$ cat config.mk
export PLATFORM = sky130hd
export DESIGN_NAME = regfile_mp_sb_flat
export DESIGN_NICKNAME = d
export VERILOG_FILES = /design/src/rtl/regfile_mp_sb_pkg.sv /design/src/rtl/regfile_mp_sb_if.sv /design/src/rtl/regfile_mp_sb_scoreboard.sv /design/src/rtl/regfile_mp_sb.sv /design/src/flat_wrapper.sv
export SDC_FILE = /design/constraint.sdc
export NUM_CORES = 1
export LEC_CHECK = 0
export CORE_MARGIN = 4
export CORE_UTILIZATION = 35
export CTS_CLUSTER_DIAMETER = 80
export DETAILED_ROUTE_END_ITERATION = 6
export PLACE_DENSITY = 0.54
export SYNTH_ARGS = -nofsm -noshare
export SYNTH_HDL_FRONTEND = slang
export SYNTH_SLANG_ARGS = --single-unit
export TNS_END_PERCENT = 10
$ cat constraint.sdc
create_clock -name clk_rf -period 2.6 [get_ports clk_rf]
set_input_delay 0.52 -clock clk_rf [delete_from_list [all_inputs] [get_ports clk_rf]]
set_output_delay 0.52 -clock clk_rf [all_outputs]
set_load 0.05 [all_outputs]
$ cat src/rtl/regfile_mp_sb_pkg.sv
// rf_pkg: shared register-file defaults and packed read-port slicing helper
package rf_pkg;
  localparam int DATA_WIDTH = 16;
  localparam int ADDRESS_WIDTH = 4;
  function automatic logic [31:0] rd_slice(input logic [127:0] vec, input int i, input int w);
    return 32'(vec >> (i * w)) & ((32'd1 << w) - 32'd1);
  endfunction
endpackage

$ cat src/rtl/regfile_mp_sb_if.sv
// regfile_mp_sb_if: sequencer/crossbar/load-return bus into the register file
interface regfile_mp_sb_if import rf_pkg::*; #(
  parameter int DATA_WIDTH = rf_pkg::DATA_WIDTH,
  parameter int ADDRESS_WIDTH = rf_pkg::ADDRESS_WIDTH,
  parameter int NUM_RD = 2
);
  logic xb_rf_w_En;
  logic [ADDRESS_WIDTH-1:0] ps_xb_wadd;
  logic [DATA_WIDTH-1:0] xb_rf_dt;
  logic dm_rf_w_En;
  logic [ADDRESS_WIDTH-1:0] dm_rf_wadd;
  logic [DATA_WIDTH-1:0] dm_rf_dt;
  logic [NUM_RD*ADDRESS_WIDTH-1:0] ps_rf_raddr;
  logic [NUM_RD*DATA_WIDTH-1:0] rf_xb_rdata;
  logic ps_rf_lock_En;
  logic [ADDRESS_WIDTH-1:0] ps_rf_lock_add;
  logic [NUM_RD-1:0] rf_ps_busy;
  logic rf_ps_stall;
  logic rf_ps_lock_err;
  modport master (
    output xb_rf_w_En, ps_xb_wadd, xb_rf_dt, dm_rf_w_En, dm_rf_wadd, dm_rf_dt, ps_rf_raddr, ps_rf_lock_En, ps_rf_lock_add,
    input rf_xb_rdata, rf_ps_busy, rf_ps_stall, rf_ps_lock_err
  );
  modport slave (
    input xb_rf_w_En, ps_xb_wadd, xb_rf_dt, dm_rf_w_En, dm_rf_wadd, dm_rf_dt, ps_rf_raddr, ps_rf_lock_En, ps_rf_lock_add,
    output rf_xb_rdata, rf_ps_busy, rf_ps_stall, rf_ps_lock_err
  );
endinterface

$ cat src/rtl/regfile_mp_sb_scoreboard.sv
// rf_scoreboard: per-register busy bits for outstanding loads and double-lock error pulse
module rf_scoreboard import rf_pkg::*; #(
  parameter int ADDRESS_WIDTH = rf_pkg::ADDRESS_WIDTH,
  parameter int NUM_RD = 2,
  parameter int BYPASS = 1
) (
  input  logic clk_rf,
  input  logic rst_rf,
  input  logic lock_en,
  input  logic [ADDRESS_WIDTH-1:0] lock_add,
  input  logic clr_en,
  input  logic [ADDRESS_WIDTH-1:0] clr_add,
  input  logic [NUM_RD*ADDRESS_WIDTH-1:0] raddr,
  output logic [NUM_RD-1:0] busy,
  output logic lock_err
);
  localparam int DEPTH = 1 << ADDRESS_WIDTH;
  logic [DEPTH-1:0] busy_q, set_v, clr_v;
  assign set_v = DEPTH'(lock_en) << lock_add;
  assign clr_v = DEPTH'(clr_en) << clr_add;
  // set after clear so a freshly issued load keeps the register busy
  always_ff @(posedge clk_rf) begin
    if (rst_rf) begin
      busy_q <= '0;
      lock_err <= 1'b0;
    end else begin
      busy_q <= (busy_q & ~clr_v) | set_v;
      lock_err <= lock_en && busy_q[lock_add] && !clr_v[lock_add];
    end
  end
  for (genvar g = 0; g < NUM_RD; g++) begin : g_rd
    logic [ADDRESS_WIDTH-1:0] a;
    assign a = ADDRESS_WIDTH'(rd_slice(128'(raddr), g, ADDRESS_WIDTH));
    assign busy[g] = !rst_rf && busy_q[a] && !(BYPASS != 0 && clr_v[a]);
  end
endmodule

$ cat src/rtl/regfile_mp_sb.sv
// regfile_mp_sb: multi-read, dual-write register file with optional bypass and load scoreboard
module regfile_mp_sb import rf_pkg::*; #(
  parameter int DATA_WIDTH = rf_pkg::DATA_WIDTH,
  parameter int ADDRESS_WIDTH = rf_pkg::ADDRESS_WIDTH,
  parameter int NUM_RD = 2,
  parameter int BYPASS = 1
) (
  input logic clk_rf,
  input logic rst_rf,
  regfile_mp_sb_if.slave rf
);
  localparam int DEPTH = 1 << ADDRESS_WIDTH;
  logic [DATA_WIDTH-1:0] mem [DEPTH];
  // port A is written last so it wins a same-address collision
  always_ff @(posedge clk_rf) begin
    if (rst_rf) begin
      for (int i = 0; i < DEPTH; i++) mem[i] <= '0;
    end else begin
      if (rf.dm_rf_w_En) mem[rf.dm_rf_wadd] <= rf.dm_rf_dt;
      if (rf.xb_rf_w_En) mem[rf.ps_xb_wadd] <= rf.xb_rf_dt;
    end
  end
  for (genvar g = 0; g < NUM_RD; g++) begin : g_rd
    logic [ADDRESS_WIDTH-1:0] a;
    assign a = ADDRESS_WIDTH'(rd_slice(128'(rf.ps_rf_raddr), g, ADDRESS_WIDTH));
    assign rf.rf_xb_rdata[g*DATA_WIDTH +: DATA_WIDTH] =
      rst_rf ? '0 :
      (BYPASS != 0 && rf.xb_rf_w_En && rf.ps_xb_wadd == a) ? rf.xb_rf_dt :
      (BYPASS != 0 && rf.dm_rf_w_En && rf.dm_rf_wadd == a) ? rf.dm_rf_dt : mem[a];
  end
  rf_scoreboard #(.ADDRESS_WIDTH(ADDRESS_WIDTH), .NUM_RD(NUM_RD), .BYPASS(BYPASS)) u_sb (
    .clk_rf(clk_rf),
    .rst_rf(rst_rf),
    .lock_en(rf.ps_rf_lock_En),
    .lock_add(rf.ps_rf_lock_add),
    .clr_en(rf.dm_rf_w_En),
    .clr_add(rf.dm_rf_wadd),
    .raddr(rf.ps_rf_raddr),
    .busy(rf.rf_ps_busy),
    .lock_err(rf.rf_ps_lock_err)
  );
  assign rf.rf_ps_stall = |rf.rf_ps_busy;
endmodule

$ cat src/flat_wrapper.sv
// flat-port wrapper written by rule: the top's interface ports become plain ports
module regfile_mp_sb_flat import rf_pkg::*;
#(
  parameter int DATA_WIDTH = rf_pkg::DATA_WIDTH,
  parameter int ADDRESS_WIDTH = rf_pkg::ADDRESS_WIDTH,
  parameter int NUM_RD = 2,
  parameter int BYPASS = 1
)
  (clk_rf, rst_rf, rf_xb_rf_w_En, rf_ps_xb_wadd, rf_xb_rf_dt, rf_dm_rf_w_En, rf_dm_rf_wadd, rf_dm_rf_dt, rf_ps_rf_raddr, rf_ps_rf_lock_En, rf_ps_rf_lock_add, rf_rf_xb_rdata, rf_rf_ps_busy, rf_rf_ps_stall, rf_rf_ps_lock_err);
  regfile_mp_sb_if #(.DATA_WIDTH(DATA_WIDTH), .ADDRESS_WIDTH(ADDRESS_WIDTH), .NUM_RD(NUM_RD)) rf_i ();
  input logic clk_rf;
  input logic rst_rf;
  input wire logic [$bits(rf_i.xb_rf_w_En)-1:0] rf_xb_rf_w_En;
  input wire logic [$bits(rf_i.ps_xb_wadd)-1:0] rf_ps_xb_wadd;
  input wire logic [$bits(rf_i.xb_rf_dt)-1:0] rf_xb_rf_dt;
  input wire logic [$bits(rf_i.dm_rf_w_En)-1:0] rf_dm_rf_w_En;
  input wire logic [$bits(rf_i.dm_rf_wadd)-1:0] rf_dm_rf_wadd;
  input wire logic [$bits(rf_i.dm_rf_dt)-1:0] rf_dm_rf_dt;
  input wire logic [$bits(rf_i.ps_rf_raddr)-1:0] rf_ps_rf_raddr;
  input wire logic [$bits(rf_i.ps_rf_lock_En)-1:0] rf_ps_rf_lock_En;
  input wire logic [$bits(rf_i.ps_rf_lock_add)-1:0] rf_ps_rf_lock_add;
  output wire logic [$bits(rf_i.rf_xb_rdata)-1:0] rf_rf_xb_rdata;
  output wire logic [$bits(rf_i.rf_ps_busy)-1:0] rf_rf_ps_busy;
  output wire logic [$bits(rf_i.rf_ps_stall)-1:0] rf_rf_ps_stall;
  output wire logic [$bits(rf_i.rf_ps_lock_err)-1:0] rf_rf_ps_lock_err;
  assign rf_i.xb_rf_w_En = rf_xb_rf_w_En;
  assign rf_i.ps_xb_wadd = rf_ps_xb_wadd;
  assign rf_i.xb_rf_dt = rf_xb_rf_dt;
  assign rf_i.dm_rf_w_En = rf_dm_rf_w_En;
  assign rf_i.dm_rf_wadd = rf_dm_rf_wadd;
  assign rf_i.dm_rf_dt = rf_dm_rf_dt;
  assign rf_i.ps_rf_raddr = rf_ps_rf_raddr;
  assign rf_i.ps_rf_lock_En = rf_ps_rf_lock_En;
  assign rf_i.ps_rf_lock_add = rf_ps_rf_lock_add;
  assign rf_rf_xb_rdata = rf_i.rf_xb_rdata;
  assign rf_rf_ps_busy = rf_i.rf_ps_busy;
  assign rf_rf_ps_stall = rf_i.rf_ps_stall;
  assign rf_rf_ps_lock_err = rf_i.rf_ps_lock_err;
  regfile_mp_sb #(.DATA_WIDTH(DATA_WIDTH), .ADDRESS_WIDTH(ADDRESS_WIDTH), .NUM_RD(NUM_RD), .BYPASS(BYPASS)) u_core (.clk_rf(clk_rf), .rst_rf(rst_rf), .rf(rf_i));
endmodule
# After elaboration in Yosys (flattened, before gate mapping)
# Memory sizes are Yosys's and may differ from the RTL's.
# Index checks and enable logic that the tools add are counted.
[word_totals]
elab_cells = 64
ramBits = 256
n_memories = 1
ff_bits = 17
out_inout_bits = 36
[classes]
n_lt_le_gt_ge = 3
n_reduce_logical = 17
muxes = 32
shift = 2
bitwise_logic = 3
n_eq_ne = 4
[mem_list]
columns = ["name", "words", "word_bits", "read_ports", "rd_clocked_by_memory_dff", "wr", "line", "source"]
rows = [
  ["u_core.mem", 16, 16, 2, 0, 16, "regfile_mp_sb.sv:13", "logic [DATA_WIDTH-1:0] mem [DEPTH];"],
]
[op_table]
columns = ["operator", "n"]
rows = [
  ["16-bit two-way mux", 8],
  ["16-bit OR reduction", 2],
  ["1-bit by 4-bit left shift with 16-bit output", 2],
  ["1-bit binary-select mux with 4-bit select", 6],
  ["16-bit AND", 1],
  ["4-bit equality test", 4],
  ["1-bit two-way mux", 16],
  ["16-bit NOT", 1],
  ["16-bit OR", 1],
  ["4-bit by 5-bit less-than comparator with 1-bit output (second input constant)", 3],
  ["1-bit logical AND", 10],
  ["4-bit two-way mux", 2],
  ["1-bit zero test", 4],
  ["2-bit OR reduction", 1],
]

# Depth between registers and ports, before layout
# Gate-level depths: netlist of the first run.
[depth]
depth_word = 6
ltp_mapped = 8

# Modules after synthesis
# A second synthesis of the first run with hierarchy kept.
[unflattened]
hier_cells = 1275
area_unflattened_um2 = 17047.6
[modules_own_cells]
columns = ["mod", "seq_area_each_um2", "cells_per_inst", "n_inst", "area_each_um2"]
rows = [
  ["regfile_mp_sb", 7687.4, 1106, 1, 15702.6],
  ["rf_scoreboard", 340.3, 169, 1, 1345.0],
]

# Worst setup path before layout of the first run
# No wires, ideal clock.
[synth_timing]
path_kind = "input to output"
start = "in rf_ps_rf_raddr[5]"
end = "out rf_rf_ps_stall"
slack_ps = -953
arrival_ps = 3033
path_stages = 6
path_buffers = 3
path_cell_list = "clkbuf_1 > buf_2 > buf_1 > a211oi_1 > a211oi_1 > or2_2"
[synth_via]
elab_chain_len = 5
[synth_lines]
columns = ["element", "line", "source"]
rows = [
  ["from (decl)", "flat_wrapper.sv:19", "input wire logic [$bits(rf_i.ps_rf_raddr)-1:0] rf_ps_rf_raddr;"],
  ["1-bit binary-select mux with 4-bit select", "regfile_mp_sb_scoreboard.sv:34", "assign busy[g] = !rst_rf && busy_q[a] && !(BYPASS != 0 && clr_v[a]);"],
  ["1-bit two-way mux (implied by the code)", "regfile_mp_sb_scoreboard.sv:34", ""],
  ["1-bit logical AND or 1-bit zero test (tied branches)", "regfile_mp_sb_scoreboard.sv:34", ""],
  ["1-bit logical AND (*)", "regfile_mp_sb_scoreboard.sv:34", ""],
  ["via rf_rf_ps_busy[1]", "flat_wrapper.sv:23", "output wire logic [$bits(rf_i.rf_ps_busy)-1:0] rf_rf_ps_busy;"],
  ["2-bit OR reduction (*)", "regfile_mp_sb.sv:42", "assign rf.rf_ps_stall = |rf.rf_ps_busy;"],
  ["to (decl)", "flat_wrapper.sv:24", "output wire logic [$bits(rf_i.rf_ps_stall)-1:0] rf_rf_ps_stall;"],
]
# The timed path passes the listed nets; every way through them passes the cells marked *. The select of a mux whose other input is x is not followed.

==> impl_metrics.py, run 1 <==
metrics = {
    "status": {
        "status": "finished, violations left",
        "violations": "negative setup slack",
    },
    "final_layout": {
        "drive_gt1_share_pct": 43.2,
        "area_growth_pct": 34.7,
        "layout.nets": 1493,
        "n_antenna_cell": 0,
        "fillers": 4087,
        "fin_area_um2": 22400,
    },
    "setup_path": {
        "startpoint": "u_core.mem[0][15]$_DFFE_PP_",
        "critPathCaptureType": "primary output",
        "crit_type": "register to primary output",
        "cp_cell_sequence": "mux4_2, a22oi_2, buf_4, nand2_2, a221o_1, buf_12",
        "crit_family": "compound AO/OA/AOI/OAI gates",
        "crit_required_ns": 2.08,
        "slowest_delay_ns": 0.48,
        "critPathBufInv": 2,
        "cp_slowest_cell": "mux4_2",
        "crit_arrival_ns": 2.47,
        "reg2reg_from": "u_core.u_sb.busy_q[0]$_SDFF_PP0_",
        "worst-path-stages": 6,
        "start_kind": "register",
        "crit_path_max_fanout": 2,
        "rr_worst_depth": 5,
    },
    "sta": {
        "period_share_pct": 115,
        "slew_headroom_pct": 57.8,
        "finalClockSkew_ns": 0.00601,
        "setup_slack_ns": -0.386,
        "worst_slew_pin_slew_ns": 0.628,
        "final_max_slew_viol_count": 0,
        "fmax_mhz": 335,
        "min_period_ns": 2.99,
        "finalHoldViolCount": 0,
        "rsz0062_at_grt": "true",
        "setup-violations-final": 35,
        "setup_tns_ns": -10.31,
    },
    "global_routing": {
        "grtUsageMet2_pct": 42.4,
        "gr-max-usage-layer": "met2",
        "met3_usage_pct": 5.41,
        "antenna_found_initial": 0,
        "grt_use_total_pct": 25.8,
        "grt_pass1_wl_um": 96200,
        "overflow": 0,
        "grt.met1_usage_pct": 34.3,
        "grt_max_degree": 28,
        "first_global_vias": 13800,
    },
    "synth": {
        "synthesis.instances": 1205,
        "ys_warn_count": 0,
        "synth-simple-area-share_pct": 6.81,
        "synthArstFlopShare_pct": 0,
        "synth_area_um2": 16700,
        "synth-xor-area-share_pct": 0.946,
        "ys_types": 57,
        "synthesis.nets": 1262,
        "synthAdderAreaFrac_pct": 0,
        "ys_seq_elements": 273,
        "ys_seq_area_share_pct": 48.2,
        "synth_compound_area_share_pct": 20.4,
        "synthMuxAreaShare_pct": 18.9,
        "synth_top_family_by_area": "compound AO/OA/AOI/OAI gates",
        "syn_avg_cell_area_um2": 13.8,
        "synth_edf_count": 256,
        "synth-main-ff-cell": "edfxtp_1",
    },
    "clock_network": {
        "numCtsBuffers": 31,
        "clk_latency_ns": 0.58,
        "ctsRootBufferMaster": "clkbuf_16",
        "cts_tree": "built",
        "clk_transition_reported_paths_ns": 0.06,
        "clock_sinks": 273,
        "htree_num_levels": 1,
        "cts_buffer_depth": 3,
        "holdBufCountCts": 0,
    },
    "power": {
        "clock_power_share_pct": 36.2,
        "intPower_uw": 9030,
        "combPwrFrac_pct": 21.5,
        "p_leak_uw": 0.00803,
        "peakVddDrop_uv": 498,
        "swShare_pct": 27.3,
        "power_uw": 12400,
        "seqPwrFrac_pct": 42.2,
        "p_sw_uw": 3400,
        "pwr_density_cell_nw_per_um2": 554,
    },
    "min_path": {
        "hold_depth": 3,
        "hp-start": "rst_rf",
        "holdCritPathClass": "primary input to register",
    },
    "floorplan": {
        "fp-row-count": 79,
        "die_h_um": 226,
        "die_w_um": 226,
        "ios": 93,
        "core_area_um2": 46800,
        "start_util_pct": 35.6,
        "dieArea_um2": 51200,
    },
    "place": {
        "postPlaceCellArea_um2": 20900,
        "finalWeightedCongestion": 0.898,
        "dp_hpwl_um": 45500,
        "portBuffers": 92,
    },
    "route": {
        "ant_nets": 0,
        "drt_wl_total_um": 67000,
        "vias": 13600,
        "drtIter0Drc": 1676,
        "wire_per_inst_um": 32.4,
        "via_per_inst": 6.56,
        "drc": 0,
        "firstDrtPassIters": 6,
    },
    "run": {
        "drv_cap": 0,
    },
}
## placed cells by master, fill, tap and decap left out, types with 7 or more instances in the layout
cell / count
a22oi_1: 26
clkbuf_16: 31
a22oi_2: 43
dfxtp_1: 13
clkdlybuf4s50_1: 39
a22o_1: 262
nand2_2: 12
a21oi_1: 8
edfxtp_1: 256
nand2_1: 37
buf_4: 200
nor3_2: 15
clkinv_1: 7
mux4_2: 136
buf_6: 12
and2_1: 34
xor2_1: 12
buf_12: 102
a221o_2: 8
nor2_1: 33
a221o_1: 24
## cell families after synthesis
group	count (synthesis)
compound gates	401
mux	144
buf+inv	180
simple gates	189
flops	273
xor+xnor	18
## power groups by stage
| stage | combinational, µW | sequential, µW | clock [µW] |
|---|---|---|---|
| finish | 2680 | 5250 | 4500 |
| CTS | 2620 | 5240 | 4530 |
| detailed placement | 2520 | 5330 | 0 |
| global placement | 2510 | 5300 | 0 |
| global route | 2770 | 5270 | 4740 |
| floorplan | 1340 | 5270 | 0 |
## synth_stat cells, types with 4 or more instances
library cell | instances | area (µm²)
xnor2_1 | 4 | 35.0
inv_1 | 6 | 22.5
dfxtp_1 | 17 | 340
o21ai_0 | 8 | 40.0
nor3_2 | 9 | 90.1
a22oi_1 | 69 | 518
and3_1 | 7 | 43.8
nor4_4 | 5 | 106
a22o_1 | 262 | 2290
nor2b_1 | 5 | 31.3
a221o_1 | 32 | 320
a211oi_1 | 5 | 37.5
edfxtp_1 | 256 | 7690
buf_2 | 38 | 190
nand2b_1 | 5 | 31.3
nand2_1 | 51 | 191
mux4_2 | 136 | 3060
a21oi_1 | 8 | 40.0
nor3_1 | 10 | 50.1
buf_1 | 43 | 161
and2_1 | 36 | 225
clkbuf_1 | 75 | 282
xor2_1 | 14 | 123
mux2i_1 | 6 | 60.1
buf_4 | 12 | 90.1
nor2_1 | 35 | 131
## worst paths after layout
| kind | end | slack (ns) |
|---|---|---|
| setup / recovery | rf_rf_xb_rdata[31] | -0.39 |
| hold / removal | u_core.u_sb.busy_q[14]$_SDFF_PP0_ | 0.41 |
| setup reg to reg | u_core.u_sb.lock_err$_SDFF_PP0_ | 1.03 |
| hold reg to reg | u_core.u_sb.busy_q[5]$_SDFF_PP0_ | 0.53 |
## metal layers
| layer | vias to the layer above | wire length, µm |
|---|---|---|
| li1 | 5519 | - |
| met4 | 0 | 2590 |
| met3 | 164 | 6760 |
| met1 | 6997 | 25600 |
| met2 | 874 | 32000 |
| met5 | - | 0 |
## tightest hold or removal path: cells and delay by family
kind          cells  cell delay (ns)
buf+inv           2             0.34
simple gates      1             0.09
## through the flow
step           setup WS, ns  util [%]  hold WS, ns  cells
2_1_floorplan        -0.249         -        0.471   1205
3_3_place_gp         -0.700      44.7        0.537   2003
3_5_place_dp         -0.699      44.7        0.544   2003
4_1_cts              -0.422      47.7        0.399   2065
5_1_grt              -0.431      48.0        0.425   2066
6_report             -0.386      48.0        0.410   2066
## registers in the layout, indices dropped and copies added (netlist names)
name and cells:
u_core.u_sb.busy_q 16, u_core.u_sb.lock_err 1, u_core.mem 256
## timing repair
item,CTS,global route
setup endpoints to repair,35,35
gates cloned,2,0
gates resized for setup,99,38
buffers inserted,4,1
pin swaps,42,35
## final cells by class
type / count / area [µm²] / area share [%]
multi-input cells: 752 / 8290 / 37.0
clock buffers: 36 / 795 / 3.54
clock inverters: 20 / 224 / 0.998
inverters: 6 / 22.5 / 0.100
well taps: 607 / 759 / 3.39
repair buffers: 372 / 4310 / 19.2
flip-flops and latches: 273 / 8030 / 35.8
(Power assumes the default switching activity.)
==> run 2: changes to the inputs <==
--- a/config.mk
+++ b/config.mk
@@ -5,9 +5,11 @@
 export SDC_FILE = /design/constraint.sdc
 export NUM_CORES = 1
 export LEC_CHECK = 0
+export CORE_ASPECT_RATIO = 1.4
 export CORE_MARGIN = 4
 export CORE_UTILIZATION = 35
 export CTS_CLUSTER_DIAMETER = 80
+export CTS_CLUSTER_SIZE = 28
 export DETAILED_ROUTE_END_ITERATION = 6
 export PLACE_DENSITY = 0.54
 export SYNTH_ARGS = -nofsm -noshare
==> impl_metrics.py, run 2 (synthesis gave the netlist of run 1 again) <==
metrics = {
    "min_path": {
        "holdCritPathClass": "primary input to register",
        "hp-start": "rst_rf",
        "hold_depth": 3,
        "holdPathEnd": "u_core.u_sb.busy_q[0]$_SDFF_PP0_",
    },
    "sta": {
        "period_share_pct": 112,
        "min_period_ns": 2.91,
        "setup_slack_ns": -0.306,
        "rsz0062_at_grt": "true",
        "slew_headroom_pct": 60.6,
        "hold_slack_ns": 0.560,
        "fmax_mhz": 344,
        "setup-violations-final": 35,
        "finalHoldViolCount": 0,
        "finalClockSkew_ns": 0.000401,
        "final_max_slew_viol_count": 0,
        "worst_slew_pin_slew_ns": 0.589,
    },
    "power": {
        "pwr_density_cell_nw_per_um2": 485,
        "clock_power_share_pct": 25.3,
        "intPower_uw": 7470,
        "combPwrFrac_pct": 25.5,
        "seqPwrFrac_pct": 49.3,
        "p_leak_uw": 0.00772,
        "swShare_pct": 29.5,
        "peakVddDrop_uv": 347,
        "p_sw_uw": 3130,
        "power_uw": 10600,
    },
    "floorplan": {
        "ios": 93,
        "fp-row-count": 94,
        "start_util_pct": 35.4,
        "die_h_um": 266,
        "dieArea_um2": 51200,
        "die_w_um": 192,
        "core_area_um2": 47000,
    },
    "global_routing": {
        "grt_pass1_wl_um": 94900,
        "grt_max_degree": 29,
        "grt_use_total_pct": 25.6,
        "overflow": 0,
        "first_global_vias": 13500,
        "antenna_found_initial": 0,
    },
    "place": {
        "dpl_worst_slack_ns": -0.592,
        "dp_hpwl_um": 46400,
        "finalWeightedCongestion": 0.923,
        "portBuffers": 92,
        "dp.cells": 2012,
    },
    "clock_network": {
        "clk_latency_ns": 0.51,
        "numCtsBuffers": 15,
        "clock_sinks": 273,
        "clk_transition_reported_paths_ns": 0.11,
        "ctsRootBufferMaster": "clkbuf_16",
        "cts_buffer_depth": 3,
        "holdBufCountCts": 0,
        "htree_num_levels": 1,
        "cts_tree": "built",
    },
    "final_layout": {
        "final_core_util_pct": 46.4,
        "layout.nets": 1469,
        "drive_gt1_share_pct": 42.1,
        "largestRegisters": "u_core.mem x256, u_core.u_sb.busy_q x16, u_core.u_sb.lock_err x1",
        "regMostFlops": "u_core.mem",
        "largest_reg_flops": 256,
        "area_growth_pct": 31.2,
        "fillers": 4193,
        "n_antenna_cell": 0,
        "mostFrequentLayoutCell": "a22o_1",
        "multi_input_area_um2": 8300,
        "register_area_um2": 8030,
        "finalNonFillerCells": 2042,
        "layout_common_cells": "a22o_1 (262), edfxtp_1 (256), buf_4 (196)",
    },
    "route": {
        "via_per_inst": 6.51,
        "firstDrtPassIters": 5,
        "drc": 0,
        "wire_per_inst_um": 32.9,
        "ant_nets": 0,
        "drt_wl_total_um": 67100,
        "vias": 13300,
        "drtIter0Drc": 1579,
    },
    "status": {
        "violations": "negative setup slack",
        "status": "finished, violations left",
    },
    "setup_path": {
        "crit_path_max_fanout": 2,
        "ff2ff_setup_slack_ns": 0.96,
        "crit_required_ns": 2.08,
        "rr_worst_depth": 5,
        "critPathCaptureType": "primary output",
        "crit_type": "register to primary output",
        "reg2reg_from": "u_core.u_sb.busy_q[1]$_SDFF_PP0_",
        "crit_arrival_ns": 2.39,
        "r2r_end": "u_core.u_sb.lock_err$_SDFF_PP0_",
        "start_kind": "register",
    },
    "run": {
        "drv_cap": 0,
    },
}
run 2: repair_timing:
item	CTS	global route
buffers inserted	0	3
cloned	1	3
setup endpoints to repair	35	35
gates resized for setup	87	43
pin swaps	42	29
run 2: how the worst max path moves through the flow:
| stage | start | to | slack (ns) | cells past startpoint |
|---|---|---|---|---|
| final | u_core.mem[3][0]$_DFFE_PP_ | rf_rf_xb_rdata[16] | -0.31 | 6 |
| after detailed placement | rf_ps_rf_raddr[7] | rf_rf_xb_rdata[16] | -0.59 | 8 |
| after CTS | u_core.mem[3][3]$_DFFE_PP_ | rf_rf_xb_rdata[3] | -0.33 | 6 |
| after global placement | rf_ps_rf_raddr[2] | rf_rf_ps_stall | -0.63 | 9 |
| after global routing | u_core.mem[3][7]$_DFFE_PP_ | rf_rf_xb_rdata[23] | -0.35 | 6 |
| after floorplan | rf_ps_xb_wadd[2] | u_core.mem[3][0]$_DFFE_PP_ | -0.25 | 3 |
run 2: routing by layer:
metal / part of all wire (%) / wire (µm) / up-vias / GRT usage, %
li1: - / - / 5452 / -
met1: 35 / 23600 / 6854 / 31.2
met2: 50 / 33800 / 804 / 43.8
met3: 7.9 / 5310 / 186 / 3.11
met4: 6.5 / 4360 / 0 / 14.4
met5: 0 / 0 / - / 0
run 2: layout make-up:
class	count	share of cell area, %
Multi-Input combinational cell	752	38.0
Clock buffer	15	1.72
Clock inverter	8	0.366
Tap cell	624	3.57
Sequential cell	273	36.8
Inverter	6	0.103
Timing Repair Buffer	364	19.5
run 2: power by group through the flow:
stage / registers (µW) / clock network (µW) / logic (µW)
3_3_place_gp: 5290 / 0 / 2540
4_1_cts: 5220 / 2700 / 2640
3_5_place_dp: 5320 / 0 / 2550
5_1_grt: 5250 / 2860 / 2790
6_report: 5220 / 2680 / 2700
2_1_floorplan: 5270 / 0 / 1340
run 2: metrics by stage:
stage	setup TNS [ns]	area, µm²
floorplan	-15.31	16900
global placement	-47.98	20800
detailed placement	-50.18	20800
CTS	-9.01	21600
global route	-10.32	21900
finish	-8.30	21900
run 2: critical path, cell delays in order, from the launching register on:
cell,delay (ns)
edfxtp_1,0.41
mux4_2,0.49
a22oi_2,0.18
buf_4,0.16
nand2_2,0.06
a221o_1,0.39
buf_12,0.18
==> run 3: changes to the inputs <==
--- a/config.mk
+++ b/config.mk
@@ -12,6 +12,7 @@
 export CTS_CLUSTER_SIZE = 28
 export DETAILED_ROUTE_END_ITERATION = 6
 export PLACE_DENSITY = 0.54
+export SLEW_MARGIN = 20
 export SYNTH_ARGS = -nofsm -noshare
 export SYNTH_HDL_FRONTEND = slang
 export SYNTH_SLANG_ARGS = --single-unit
==> results of run 3 <==
Final layout, timing and power as in run 2 (identical DEF).
==> patch 1, RTL diff (config.mk and constraints of run 2) <==
`BYPASS` is set to 1 in 3 places; all go to 0.
--- a/src/rtl/regfile_mp_sb_scoreboard.sv
+++ b/src/rtl/regfile_mp_sb_scoreboard.sv
@@ -2,7 +2,7 @@
 module rf_scoreboard import rf_pkg::*; #(
   parameter int ADDRESS_WIDTH = rf_pkg::ADDRESS_WIDTH,
   parameter int NUM_RD = 2,
-  parameter int BYPASS = 1
+  parameter int BYPASS = 0
 ) (
   input  logic clk_rf,
   input  logic rst_rf,
--- a/src/rtl/regfile_mp_sb.sv
+++ b/src/rtl/regfile_mp_sb.sv
@@ -3,7 +3,7 @@
   parameter int DATA_WIDTH = rf_pkg::DATA_WIDTH,
   parameter int ADDRESS_WIDTH = rf_pkg::ADDRESS_WIDTH,
   parameter int NUM_RD = 2,
-  parameter int BYPASS = 1
+  parameter int BYPASS = 0
 ) (
   input logic clk_rf,
   input logic rst_rf,
--- a/src/flat_wrapper.sv
+++ b/src/flat_wrapper.sv
@@ -4,7 +4,7 @@
   parameter int DATA_WIDTH = rf_pkg::DATA_WIDTH,
   parameter int ADDRESS_WIDTH = rf_pkg::ADDRESS_WIDTH,
   parameter int NUM_RD = 2,
-  parameter int BYPASS = 1
+  parameter int BYPASS = 0
 )
   (clk_rf, rst_rf, rf_xb_rf_w_En, rf_ps_xb_wadd, rf_xb_rf_dt, rf_dm_rf_w_En, rf_dm_rf_wadd, rf_dm_rf_dt, rf_ps_rf_raddr, rf_ps_rf_lock_En, rf_ps_rf_lock_add, rf_rf_xb_rdata, rf_rf_ps_busy, rf_rf_ps_stall, rf_rf_ps_lock_err);
   regfile_mp_sb_if #(.DATA_WIDTH(DATA_WIDTH), .ADDRESS_WIDTH(ADDRESS_WIDTH), .NUM_RD(NUM_RD)) rf_i ();
Check against the original RTL: not equivalent (a bounded check fails within 4 cycles, from zero or initial values and one cycle with rst_rf high).
==> patch 1 against run 2 <==
The flow still finishes with violations (setup timing). Power is 4.9% lower. Final area fell by 11%. Register-to-register slack better by 60 ps. Wire length shrank 10%. Sequential cell count unchanged. Area after synthesis is 3.5% lower. Sequential share of layout area up 4.5 points. Setup slack improved by 35 ps.
==> patch 1: results (changes against run 2) <==
* Outcome: finished, violations left
* Failing checks: setup timing
* Syn_area_per_cell at 15.21 um^2 (+10%)
* Top cells by area, synth: edfxtp_1, mux4_2, a22o_1
* Final Setup Violations at 34 (-2.9%)
* Placer Congestion at 0.8412 (-8.9%)
* IO buf count at 92 (unchanged)
* Layout cells sized above 1 at 0.3726 (-0.04845)
* Asr flop ratio synth at 0 (unchanged)
* Delay of the slowest critical-path stage at 540 ps (+50 ps)
* Num CTS Buffers at 14 (-1)
* Slowest-stage cell, CP: mux4_2
* Drt total wl at 60410 um (-10%)
* Vias/cell at 6.519 (+0.12%)
* Crit path DAT at 2350 ps (-40 ps)
* Detailed Route Iter0 Violations at 1107 (-30%)
* Hold path depth at 3 (unchanged)
* Largest net degree at the start of global routing at 53 (+83%)
* Hold endpoint: u_core.u_sb.busy_q[14]$_SDFF_PP0_
* First-pass GRT wire length at 84530 um (-11%)
* Post-synth cell types at 50 (-12%)
* Number of synthesized flops with an enable pin at 256 (unchanged)
* Slew @ Worst Pin at 751.2 ps (+162.5 ps)
* VDD IR-drop max at 0.0003081 V (-11%)
* DR pass1 iterations at 5 (unchanged)
* Vias in the first global route at 11.68k (-13%)
* Ys flop type: edfxtp_1
* Leak at 6.568 nW (-15%)
* Delay-heaviest family, CP: multiplexers
* Reg2reg start: u_core.u_sb.busy_q[5]$_SDFF_PP0_
* Filler cell count at 4054 (-3.3%)
* Syn Nets at 1114 (-12%)
* Placement Setup Slack at -369.9 ps (+222.0 ps)
* Clock Root Buffer: clkbuf_16
* Final #Nets at 1182 (-20%)
* H-Tree Depth at 1 (unchanged)
* Crit path from: u_core.mem[3][5]$_DFFE_PP_
* GRT Overall Usage at 0.2389 (-0.01720)
* Post-route setup slack at -270.3 ps (+35.20 ps)
* Sequential share of the synthesized area at 0.4994 (+0.01748)
* Final HPWL DP at 38860 um (-16%)
* Hold_ws at 483.0 ps (-77.37 ps)
* Yosys warns at 0 (unchanged)
* Synth cell count leaders: a22o_1, edfxtp_1, mux4_2
* Skew final at 1.591 ps (+1.189 ps)
* Initial antenna violation count at 2 (+2)
* Worst Path Max Fanout at 2 (unchanged)
* Fin cells at 1742 (-15%)
* Biggest regs: u_core.mem x256, u_core.u_sb.busy_q x16, u_core.u_sb.lock_err x1
* Min-Delay Path Class: in2reg
* Hold_sp: rst_rf
* Reg2reg setup slack at 1020 ps (+60 ps)
* Crit Reg-Reg Endpoint: u_core.u_sb.lock_err$_SDFF_PP0_
* Clock transition at path regs at 110 ps (about the same)
patch 1: worst max-delay path by stage:
stage,endpoint
detailed placement,rf_rf_xb_rdata[27]
finish,rf_rf_xb_rdata[5]
global placement,rf_rf_xb_rdata[27]
global route,rf_rf_xb_rdata[5]
CTS,rf_rf_xb_rdata[21]
floorplan,rf_rf_ps_busy[0]
patch 1: logic make-up after synthesis:
kind of cell    after synthesis  synth area share
simple gates                157           0.05752
buf+inv                     158           0.04390
flops                       273            0.4994
xor+xnor                      3          0.001635
compound gates              287            0.1536
mux                         179            0.2440
patch 1: cell type report:
class,count,area share
multi-input cells,626,0.3876
well taps,611,0.03924
clock inverters,4,0.003404
diodes,1,0.0001285
repair buffers,208,0.1375
clock buffers,17,0.01965
flip-flops and latches,273,0.4121
inverters,2,0.0003854
patch 1: per-layer routing:
layer	GRT usage	vias up	routed length [um]
met5	0	-	0
met4	0.1017	0	2849
met3	0.03747	148	4554
met2	0.4256	658	31110
met1	0.2883	5973	21900
li1	-	4577	-
patch 1: timing repair:
item                                    4_1_cts  5_1_grt
cloned                                        2        0
setup buffers                                 0        0
endpoints found under the setup margin       35       35
pin swaps                                    11        0
gates resized for setup                      62        2
hold endpoints to repair                      0        0
patch 1: stage by stage:
step	util	area, um^2	TNS, ps
2_1_floorplan	-	16180	-3916
3_3_place_gp	0.4152	18780	-11760
3_5_place_dp	0.4152	18780	-12230
4_1_cts	0.4304	19470	-6757
5_1_grt	0.4306	19480	-7811
6_report	0.4306	19480	-6208
patch 1: power breakdown:
group	switching [mW]	leakage (nW)	internal [mW]
registers	0.150	2.60	5.09
clock network	1.50	0.218	1.19
logic	1.13	3.75	1.03
patch 1: tightest hold or removal path: stages:
cell and delay (ps):
buf_2 120, buf_12 200, nor2_1 110
==> patch 2, RTL diff (config.mk and constraints of run 2) <==
Made on the original files. The package constant `DATA_WIDTH` goes from 16 to 32.
--- a/src/rtl/regfile_mp_sb_pkg.sv
+++ b/src/rtl/regfile_mp_sb_pkg.sv
@@ -1,6 +1,6 @@
 // rf_pkg: shared register-file defaults and packed read-port slicing helper
 package rf_pkg;
-  localparam int DATA_WIDTH = 16;
+  localparam int DATA_WIDTH = 32;
   localparam int ADDRESS_WIDTH = 4;
   function automatic logic [31:0] rd_slice(input logic [127:0] vec, input int i, input int w);
     return 32'(vec >> (i * w)) & ((32'd1 << w) - 32'd1);
Interface: changed (resized rf_dm_rf_dt, rf_rf_xb_rdata and rf_xb_rf_dt); port bits go from 93 to 157. No check against the original RTL was run, so the function may have changed too.
==> patch 2 against run 2 <==
The run still ends with setup timing left. Combinational power grew 89%. Hold slack worse by 31 ps. Wire length rose by 110%. Setup slack worse by 210 ps. Final area up 87%. Power is 97% higher. Sequential cell count grew 256. Final cell count rose by 82%. Area after synthesis up 90%. Critical path type unchanged. Largest cell class is now sequential cells. Highest routed layer unchanged.
==> patch 2: results (changes against run 2) <==
* Met1 wire length at 48700 um (+110%)
* Slew HR at 0.4685 (-0.1378)
* Post-synth cell types at 58 (+1.8%)
* Num CTS Buffers at 30 (+15)
* Initial antenna violation count at 1 (+1)
* Leak at 14.27 nW (+85%)
* GR Util met2 at 0.4820 (+0.04374)
* Top cells by area, synth: edfxtp_1, mux4_2, a22o_1
* VDD IR-drop max at 0.0004350 V (+25%)
* Final Setup Violations at 67 (+91%)
* Int Power at 14.56 mW (+95%)
* Synth cell count leaders: a22o_1, edfxtp_1, mux4_2
* Final #Nets at 2602 (+77%)
* DR WL/cell at 37.75 um (+15%)
* Failing checks: setup timing
* Met1 usage at 0.3505 (+0.03820)
* Outcome: finished, violations left
* Biggest regs: u_core.mem x512, u_core.u_sb.busy_q x16, u_core.u_sb.lock_err x1
* Met2 wire len at 68490 um (+100%)
* Post-route setup slack at -515.5 ps (-210.0 ps)
* First-pass GRT wire length at 195300 um (+110%)
* Largest net degree at the start of global routing at 40 (+38%)
* P_clk at 5.63 mW (+110%)
* Sequential share of the synthesized area at 0.4973 (+0.01539)
* Comb pwr share at 0.243 (-0.012)
* Placer Congestion at 0.8760 (-5.1%)
==> patch 2: per-stage QoR <==
stage	setup slack, ps	cell area (um^2)	setup TNS (ps)	cells
5_1_grt	-638.8	40840	-26960	3725
2_1_floorplan	-554.8	31600	-133940	2236
3_5_place_dp	-1001	38650	-196520	3648
6_report	-515.5	40840	-23030	3725
4_1_cts	-548.3	40520	-25790	3724
3_3_place_gp	-949.4	38650	-183320	3648
==> patch 2: worst paths after layout <==
path,start,cells after the start,end,slack [ps]
max reg2reg,u_core.u_sb.busy_q[8]$_SDFF_PP0_,5,u_core.u_sb.lock_err$_SDFF_PP0_,1280
max,u_core.mem[7][1]$_DFFE_PP_,7,rf_rf_xb_rdata[1],-520
min reg2reg,u_core.u_sb.busy_q[5]$_SDFF_PP0_,1,u_core.u_sb.busy_q[5]$_SDFF_PP0_,530
min,u_core.u_sb.busy_q[5]$_SDFF_PP0_,1,u_core.u_sb.busy_q[5]$_SDFF_PP0_,530
==> patch 2: cells by family (layout without fill, tap and decap cells) <==
group,Yosys count,count (layout),synth area share
AND/OR/NAND/NOR,237,238,0.03936
XOR/XNOR,18,18,0.004989
other,0,1,0
multiplexers,344,344,0.2144
buffers and inverters,360,659,0.04933
AO/OA/AOI/OAI,748,748,0.1947
flip-flops,529,529,0.4973
==> patch 2: cell type report <==
class                   instances  share of cell area
diodes                          1          0.00006127
clock buffers                  33             0.01918
clock inverters                22            0.005729
inverters                       2           0.0001838
multi-input cells            1348              0.3741
flip-flops and latches        529              0.3848
well taps                    1188             0.03639
repair buffers                602              0.1795
==> patch 2: timing repair <==
item | 4_1_cts | 5_1_grt
cloned | 5 | 0
pin swaps | 34 | 38
endpoints found under the setup margin | 67 | 67
setup buffers | 16 | 1
resized for setup | 147 | 77
